File: src/rtl/adder_operand_recover_serial.sv
// Bit-serial operand recovery for an adder: operand = sum - addend - cin, LSB first,
// with an error flag when no WIDTH-bit operand can produce the given sum.
module adder_operand_recover_serial #(
  parameter int WIDTH = 4
) (
  input  logic             clk,
  input  logic             rst,
  input  logic             in_valid,
  output logic             in_ready,
  input  logic [WIDTH:0]   sum,
  input  logic [WIDTH-1:0] addend,
  input  logic             cin,
  output logic             out_valid,
  input  logic             out_ready,
  output logic [WIDTH-1:0] operand,
  output logic             err,
  output logic             busy
);

  localparam int CW = $clog2(WIDTH + 1) + 1;

  typedef enum logic [1:0] {
    IDLE,
    RUN,
    DONE
  } state_e;

  state_e           state_q, state_d;
  logic [CW-1:0]    cnt_q, cnt_d;
  logic [WIDTH:0]   sum_q, sum_d;
  logic [WIDTH:0]   add_q, add_d;
  logic             borrow_q, borrow_d;
  logic [WIDTH-1:0] res_q, res_d;
  logic [WIDTH-1:0] operand_q, operand_d;
  logic             err_q, err_d;

  logic d_bit;
  logic borrow_next;

  // Operand registers shift right each RUN cycle, so the current bit is always at index 0.
  assign d_bit       = sum_q[0] ^ add_q[0] ^ borrow_q;
  assign borrow_next = (~sum_q[0] & (add_q[0] | borrow_q)) | (add_q[0] & borrow_q);

  always_comb begin
    // NOTE: every signal written here gets a default first, so no path can infer a latch.
    state_d   = state_q;
    cnt_d     = cnt_q;
    sum_d     = sum_q;
    add_d     = add_q;
    borrow_d  = borrow_q;
    res_d     = res_q;
    operand_d = operand_q;
    err_d     = err_q;

    unique case (state_q)
      IDLE: begin
        if (in_valid) begin
          sum_d    = sum;
          add_d    = {1'b0, addend};
          borrow_d = cin;
          cnt_d    = '0;
          state_d  = RUN;
        end
      end
      RUN: begin
        res_d    = {d_bit, res_q[WIDTH-1:1]};
        sum_d    = sum_q >> 1;
        add_d    = add_q >> 1;
        borrow_d = borrow_next;
        cnt_d    = cnt_q + CW'(1);
        if (cnt_q == CW'(WIDTH)) begin
          // Last cycle works on the extra MSB; res_q already holds d[WIDTH-1:0].
          operand_d = res_q;
          err_d     = d_bit | borrow_next;
          state_d   = DONE;
        end
      end
      DONE: begin
        if (out_ready) state_d = IDLE;
      end
      default: state_d = IDLE;
    endcase
  end

  always_ff @(posedge clk) begin
    if (rst) begin
      state_q   <= IDLE;
      cnt_q     <= '0;
      sum_q     <= '0;
      add_q     <= '0;
      borrow_q  <= 1'b0;
      res_q     <= '0;
      operand_q <= '0;
      err_q     <= 1'b0;
    end else begin
      state_q   <= state_d;
      cnt_q     <= cnt_d;
      sum_q     <= sum_d;
      add_q     <= add_d;
      borrow_q  <= borrow_d;
      res_q     <= res_d;
      operand_q <= operand_d;
      err_q     <= err_d;
    end
  end

  assign in_ready  = (state_q == IDLE);
  assign out_valid = (state_q == DONE);
  assign busy      = (state_q != IDLE);
  assign operand   = operand_q;
  assign err       = err_q;

endmodule

File: config.mk
export PLATFORM = sky130hd
export DESIGN_NAME = adder_operand_recover_serial
export DESIGN_NICKNAME = d
export VERILOG_FILES = /design/src/rtl/adder_operand_recover_serial.sv
export SDC_FILE = /design/constraint.sdc
export NUM_CORES = 1
export LEC_CHECK = 0
export CAP_MARGIN = 5
export CORE_MARGIN = 3
export CORE_UTILIZATION = 54
export DETAILED_ROUTE_END_ITERATION = 8
export GPL_ROUTABILITY_DRIVEN = 0
export HOLD_SLACK_MARGIN = 0.02
export PLACE_DENSITY = 0.88
export SKIP_CTS_REPAIR_TIMING = 1
export SLEW_MARGIN = 20
export SYNTH_ARGS = -nofsm -noshare
export SYNTH_HDL_FRONTEND = slang
export SYNTH_SLANG_ARGS = --single-unit
File: constraint.sdc
create_clock -name clk -period 4 [get_ports clk]
set_clock_uncertainty 0.2 [all_clocks]
set_input_delay 0.4 -clock clk [delete_from_list [all_inputs] [get_ports clk]]
set_output_delay 0.4 -clock clk [all_outputs]
set_load 0.005 [all_outputs]
==> reports/summary.txt, run 1 <==
synthesized instance count - 129
htree depth - 1
Period minus WS final - 2.61 ns
n_diodes - 0
die height - 51.8 µm
total power - 0.447 mW
max cap viols - 0
Syn. warnings - 0
ys flop type - dfxtp_1
Final HPWL DP - 1650 µm
I/O pin total - 22
drt initial violations - 24
syn avg cell area - 8.80 µm²
routed vias - 939
Arrival @ worst endpoint - 2.01 ns
PD cells - 333 nW/µm²
Synth Register Bits - 25
status - complete, no violations
Clock Tree Root - clkbuf_4
Worst Tran Pin Value - 0.895 ns
Post-Synth Simple-Gate Area - 0.159
worst min-delay path class - flop to flop
Post-Route WL - 2370 µm
unrepaired setup endpoints after global routing - false
fraction of the mapped netlist area in adder cells - 0.0397
Layout area overhead - 18.4%
pin count of the biggest net entering global routing - 27
Max Slew Vio Count - 0
top-count cell post-synth - dfxtp_1
vias in the first global route - 885
Detailed Routing Iterations Pass 1 - 4
die width - 51.8 µm
layout net count - 161
Worst setup EP type - primary output
initial antenna violation count - 0
Site Rows - 15
Synth area leaders - dfxtp_1 44%, nor2_1 5.6%, a221oi_1 4.6%
fin util - 0.723
count of flip-flops with a built-in enable after synthesis - 0
Distinct cells, synth - 33
asr flop ratio synth - 0
DRC viols - 0
Worst Path Max Fanout - 26
Worst VDD drop - 0.299 mV
count of final hold-check violations - 0
hold slack final - 0.288 ns
gr usage total - 0.202
clock slew at reported path FFs - 0.13 ns
commonest cells in the netlist - 25 x dfxtp_1, 17 x nor2_1, 13 x inv_1
Cell Area, Synth - 1130 µm²
Setup Crit Path Kind - flop to primary output
clk_lat worst skew - 0.32 ns
CP Launch Type - flop
Die Area - 2690 µm²
Post-Synth XOR/XNOR Area - 0
# port buffers - 21
vias per cell - 5.59
final setup vio count - 0
worst path required time - 3.40 ns
gr ovfl total - 0
CTS buffer count - 3
Clock Sinks - 25
CTS tree - built
clk buf depth - 2
post-synthesis net count - 146
Yosys top cell area share - 0.441
area leader, netlist - dfxtp_1
multiplexer share of the synthesized area - 0.0353
Antenna Violating Nets Remaining - 0
drt wl/cell - 14.1 µm
layout cells sized above 1 - 0.0420
largest family of logic cells by synthesized area - compound AO/OA/AOI/OAI gates
TNS Setup - 0 ns
core region area - 1860 µm²
first-pass GRT wire length - 4030 µm
relative slew slack - 0.402
Fmax - 383 MHz
complex-gate fraction of the synthesized area - 0.229
P_leak - 0.499 nW
Initial Util - 0.611
register area share after synthesis - 0.441
Final period util - 0.653
## cells in the final DEF, fill, tap and decap left out, drive strengths merged, types with 2 or more instances in the layout
cell type,netlist,routed
mux2i,4,4
clkbuf,3,3
a22o,6,6
nor2,17,17
a221oi,6,6
nand2,4,4
a32oi,2,2
ha,2,2
clkdlybuf4s50,0,21
a21oi,8,8
a31oi,2,2
dfxtp,25,25
inv,13,13
nand3,7,7
nor3,2,2
o21ai,5,5
## through the flow
stage,instances,cell area (µm²),worst slack [ns]
3_3_place_gp,164,1320,1.69
2_1_floorplan,129,1130,2.54
6_report,168,1340,1.39
5_1_grt,168,1340,1.24
3_5_place_dp,164,1320,1.62
4_1_cts,168,1340,1.39
## critical path, cell delays in order (launching register included)
cell	delay, ns
dfxtp_1	0.89
nor2_1	0.20
inv_1	0.10
clkdlybuf4s50_1	0.50
## state kept, by name, indices dropped and copies added, names as in the netlist
register	count
err	1
add_q	4
cnt_q	4
state_q	2
res_q	4
operand	4
sum_q	5
borrow_q	1
## path summary, 6_finish.rpt
check / from / endpoint / slack, ns / cells after the start
max: state_q[0] / busy / 1.39 / 3
min: operand[3] / operand[3] / 0.29 / 2
max reg2reg: state_q[0] / cnt_q[3] / 1.82 / 3
min reg2reg: operand[3] / operand[3] / 0.29 / 2
## power breakdown
group / leakage [nW] / internal [mW] / switching, mW / total [mW]
clock network: 0.0177 / 0.0374 / 0.0734 / 0.111
registers: 0.205 / 0.261 / 0.0108 / 0.272
logic: 0.277 / 0.0350 / 0.0297 / 0.0646
## logic make-up (layout without fill, tap and decap cells)
logic type	Yosys count	after routing
AOI/OAI and AO/OA	36	36
adders and majority gates	3	3
buffers and inverters	24	38
DFF	25	25
muxes	4	4
and+or+nand+nor	37	37
## routing by layer
| layer | part of all wire | wire, µm | GRT usage | vias to the layer above |
|---|---|---|---|---|
| li1 | - | - | - | 483 |
| met1 | 0.45 | 1070 | 0.247 | 436 |
| met2 | 0.50 | 1190 | 0.343 | 18 |
| met3 | 0.041 | 98 | 0.0516 | 2 |
| met4 | 0.0030 | 7 | 0.0655 | 0 |
| met5 | 0 | 0 | 0 | - |
## layout make-up
class,count,area (µm²)
well taps,25,31.3
fillers,143,514
repair buffers,21,210
clock inverters,1,5.00
flip-flops and latches,25,500
inverters,13,48.8
multi-input cells,80,526
clock buffers,3,22.5
Power figures use the tool's default switching activity.
==> inputs of run 2 (changes only) <==
--- a/config.mk
+++ b/config.mk
@@ -7,11 +7,11 @@
 export LEC_CHECK = 0
 export CAP_MARGIN = 5
 export CORE_MARGIN = 3
-export CORE_UTILIZATION = 54
+export CORE_UTILIZATION = 50
 export DETAILED_ROUTE_END_ITERATION = 8
 export GPL_ROUTABILITY_DRIVEN = 0
 export HOLD_SLACK_MARGIN = 0.02
-export PLACE_DENSITY = 0.88
+export PLACE_DENSITY = 0.82
 export SKIP_CTS_REPAIR_TIMING = 1
 export SLEW_MARGIN = 20
 export SYNTH_ARGS = -nofsm -noshare
==> constraint.sdc (replaced) <==
create_clock -name clk -period 2.45 [get_ports clk]
set_clock_uncertainty 0.2 [all_clocks]
set_input_delay 0.245 -clock clk [delete_from_list [all_inputs] [get_ports clk]]
set_output_delay 0.245 -clock clk [all_outputs]
set_load 0.005 [all_outputs]
==> reports/summary.txt, run 2 (synthesis results as in run 1) <==
layout cells sized above 1 - 0.0680
unrepaired setup endpoints after global routing - false
drt wl/cell - 14.3 µm
register area - 500 µm²
final cell count without fillers - 174
core region area - 2060 µm²
initial antenna violation count - 0
vias in the first global route - 890
Detailed Routing Iterations Pass 1 - 4
Filler Cell Count - 169
Cell Chain, Critical Path - nor2_1 > inv_1 > clkdlybuf4s50_1
gr ovfl total - 0
pin count of the biggest net entering global routing - 18
worst min-delay path class - flop to flop
max reg flops - 5
Arrival @ worst endpoint - 1.81 ns
drt initial violations - 44
Worst setup EP type - primary output
Final period util - 0.919
status - complete, no violations
hold slack final - 0.283 ns
CTS buffer count - 3
TNS Setup - 0 ns
Worst Tran Pin Value - 0.562 ns
total power - 0.743 mW
WP buf/inv - 2
die width - 53.6 µm
first-pass GRT wire length - 4050 µm
Layout area overhead - 21.3%
I/O pin total - 22
Period minus WS final - 2.25 ns
n_diodes - 0
Final WS setup - 0.198 ns
Crit path largest cell delay - 0.71 ns
clk buf depth - 2
max cap viols - 0
commonest non-fill, non-tap cell in the layout - dfxtp_1
Post-Route WL - 2490 µm
die height - 53.6 µm
Placement Setup Slack - 0.588 ns
relative slew slack - 0.625
dpl cell area - 1350 µm²
Fmax - 444 MHz
P_leak - 0.518 nW
Antenna Violating Nets Remaining - 0
area of the multi-input gates - 526 µm²
fin util - 0.667
gr usage total - 0.197
clock slew at reported path FFs - 0.15 ns
Clock Sinks - 25
DRC viols - 0
Clock Tree Root - clkbuf_4
CTS tree - built
Worst VDD drop - 0.480 mV
PD cells - 540 nW/µm²
Die Area - 2880 µm²
Largest Register - sum_q
most frequent cells in the layout - 25 x dfxtp_1, 21 x clkdlybuf4s50_1, 17 x nor2_1
Setup Crit Path Kind - flop to primary output
critical path's top delay family - flip-flops
critical path's slowest cell - dfxtp_1
final setup vio count - 0
Worst Path Max Fanout - 17
Max Slew Vio Count - 0
Initial Util - 0.550
routed vias - 1017
Post-Place Cells - 170
worst path required time - 2.01 ns
vias per cell - 5.84
htree depth - 1
post-route cell area - 1380 µm²
# port buffers - 21
CP Launch Type - flop
Site Rows - 16
count of final hold-check violations - 0
layout net count - 165
Final HPWL DP - 1740 µm
clk_lat worst skew - 0.33 ns
## run 2: changes by cell type in the layout (fill, tap and decap cells not counted), sizes merged
cell,delta
buf,+4
## run 2: power breakdown
| part | total, mW | switching (mW) | internal (mW) |
|---|---|---|---|
| sequential | 0.441 | 0.0153 | 0.426 |
| clock | 0.189 | 0.128 | 0.0612 |
| combinational | 0.113 | 0.0517 | 0.0609 |
| total | 0.743 | 0.195 | 0.548 |
## run 2: path summary, 6_finish.rpt
kind / from / cells after the start / slack, ns / end
worst max-delay path: state_q[0] / 3 / 0.20 / busy
worst min-delay path: res_q[2] / 2 / 0.28 / operand[2]
worst max register to register: state_q[0] / 3 / 0.54 / cnt_q[3]
worst min register to register: res_q[2] / 2 / 0.28 / operand[2]
## run 2: worst register-to-register path: cells and delay by family, from the launching register on
kind	cells	cell delay [ns]
DFF	1	0.71
AOI/OAI and AO/OA	1	0.17
and+or+nand+nor	2	0.77
## run 2: cell type report
class | instances | area share
clock buffer | 3 | 0.0164
clock inverter | 1 | 0.00364
inverter | 13 | 0.0355
multi-input combinational | 80 | 0.382
sequential | 25 | 0.364
tap | 27 | 0.0245
timing repair buffer | 25 | 0.175
## run 2: per-layer routing
| metal | track usage | vias up | routed length (µm) |
|---|---|---|---|
| met5 | 0 | - | 0 |
| met4 | 0.0511 | 0 | 13 |
| met3 | 0.0526 | 2 | 201 |
| met2 | 0.337 | 38 | 1220 |
| met1 | 0.244 | 487 | 1050 |
| li1 | - | 490 | - |
==> inputs of run 3 (changes only) <==
--- a/config.mk
+++ b/config.mk
@@ -6,6 +6,7 @@
 export NUM_CORES = 1
 export LEC_CHECK = 0
 export CAP_MARGIN = 5
+export CORE_ASPECT_RATIO = 0.75
 export CORE_MARGIN = 3
 export CORE_UTILIZATION = 50
 export DETAILED_ROUTE_END_ITERATION = 8
==> reports/summary.txt, run 3 (synthesis results as in run 1) <==
Arrival @ worst endpoint - 1.85 ns
Fmax - 436 MHz
layout cells sized above 1 - 0.0680
Clock Tree Root - clkbuf_4
CTS tree - built
Worst VDD drop - 0.394 mV
relative slew slack - 0.717
PD cells - 539 nW/µm²
clk buf depth - 2
I/O pin total - 22
clock slew at reported path FFs - 0.13 ns
initial antenna violation count - 0
vias per cell - 5.86
pin count of the biggest net entering global routing - 20
Layout area overhead - 20.9%
Setup Crit Path Kind - flop to primary output
Crit path largest cell delay - 0.57 ns
status - complete, no violations
Initial Util - 0.544
commonest non-fill, non-tap cell in the layout - dfxtp_1
r2r setup slk - 0.72 ns
vias in the first global route - 855
die width - 61.0 µm
max reg flops - 5
drt initial violations - 66
gr usage total - 0.192
Cell Chain, Critical Path - inv_1 > nor2_1 > clkdlybuf4s50_1
Hold Startpoint - operand[1]
die height - 47.3 µm
hold slack final - 0.291 ns
Post-Route WL - 2440 µm
Period minus WS final - 2.30 ns
WP buf/inv - 2
unrepaired setup endpoints after global routing - false
Worst setup EP type - primary output
Antenna Violating Nets Remaining - 0
Worst Hold End - operand[1]
most frequent cells in the layout - 25 x dfxtp_1, 21 x clkdlybuf4s50_1, 17 x nor2_1
Site Rows - 14
P_leak - 0.519 nW
Final period util - 0.937
critical path's top delay family - buffers and inverters
clk_lat worst skew - 0.32 ns
TNS Setup - 0 ns
Detailed Routing Iterations Pass 1 - 4
first-pass GRT wire length - 4020 µm
layout net count - 165
worst min-delay path class - flop to flop
# port buffers - 21
Worst Tran Pin Value - 0.423 ns
reg2reg start - state_q[1]
reg2reg path depth - 3
CP Launch Type - flop
worst path required time - 2.01 ns
core region area - 2080 µm²
Critical path origin - state_q[1]
gr ovfl total - 0
count of final hold-check violations - 0
DRC viols - 0
Die Area - 2880 µm²
max cap viols - 0
final setup vio count - 0
n_diodes - 0
routed vias - 1002
critical path's slowest cell - dfxtp_1
drt wl/cell - 14.3 µm
Largest Register - sum_q
Final HPWL DP - 1810 µm
htree depth - 1
hold depth - 2
Clock Sinks - 25
Worst Path Max Fanout - 14
reg2reg end - cnt_q[3]
Max Slew Vio Count - 0
CTS buffer count - 3
-- run 3: worst max path at each step --
stage          cells after the start         to
2_1_floorplan                      6        err
3_3_place_gp                       3  out_valid
3_5_place_dp                       3  out_valid
4_1_cts                            3  out_valid
5_1_grt                            3  out_valid
6_report                           3  out_valid
-- run 3: routing by layer --
metal	up-vias	track usage	part of all wire
met1	485	0.284	0.50
met2	26	0.290	0.44
met3	2	0.0577	0.051
li1	489	-	-
met4	0	0.0130	0.0041
met5	-	0	0
-- run 3: power by group --
group	switching (mW)	internal (mW)
registers	0.0123	0.426
logic	0.0552	0.0617
clock network	0.124	0.0612
-- run 3: per-stage QoR --
step                      setup WS [ns]   util  area, µm²  cells  power (mW)
after floorplan                    1.02      -       1130    129       0.520
after global placement            0.592  0.645       1350    167       0.560
after detailed placement          0.525  0.645       1350    167       0.563
after CTS                         0.150  0.658       1370    171       0.746
after global routing             0.0110  0.658       1370    171       0.771
final                             0.155  0.658       1370    171       0.740
-- run 3: layout make-up --
type / instances / area, µm²
fillers: 186 / 712
multi-input cells: 80 / 526
flip-flops and latches: 25 / 500
repair buffers: 25 / 240
inverters: 13 / 48.8
well taps: 24 / 30.0
clock buffers: 3 / 22.5
clock inverters: 1 / 5.00
-- run 3: tightest hold or removal path: stages, from the launching register on --
cell	delay (ns)
dfxtp_1	0.33
o21ai_0	0.07
a21oi_1	0.06
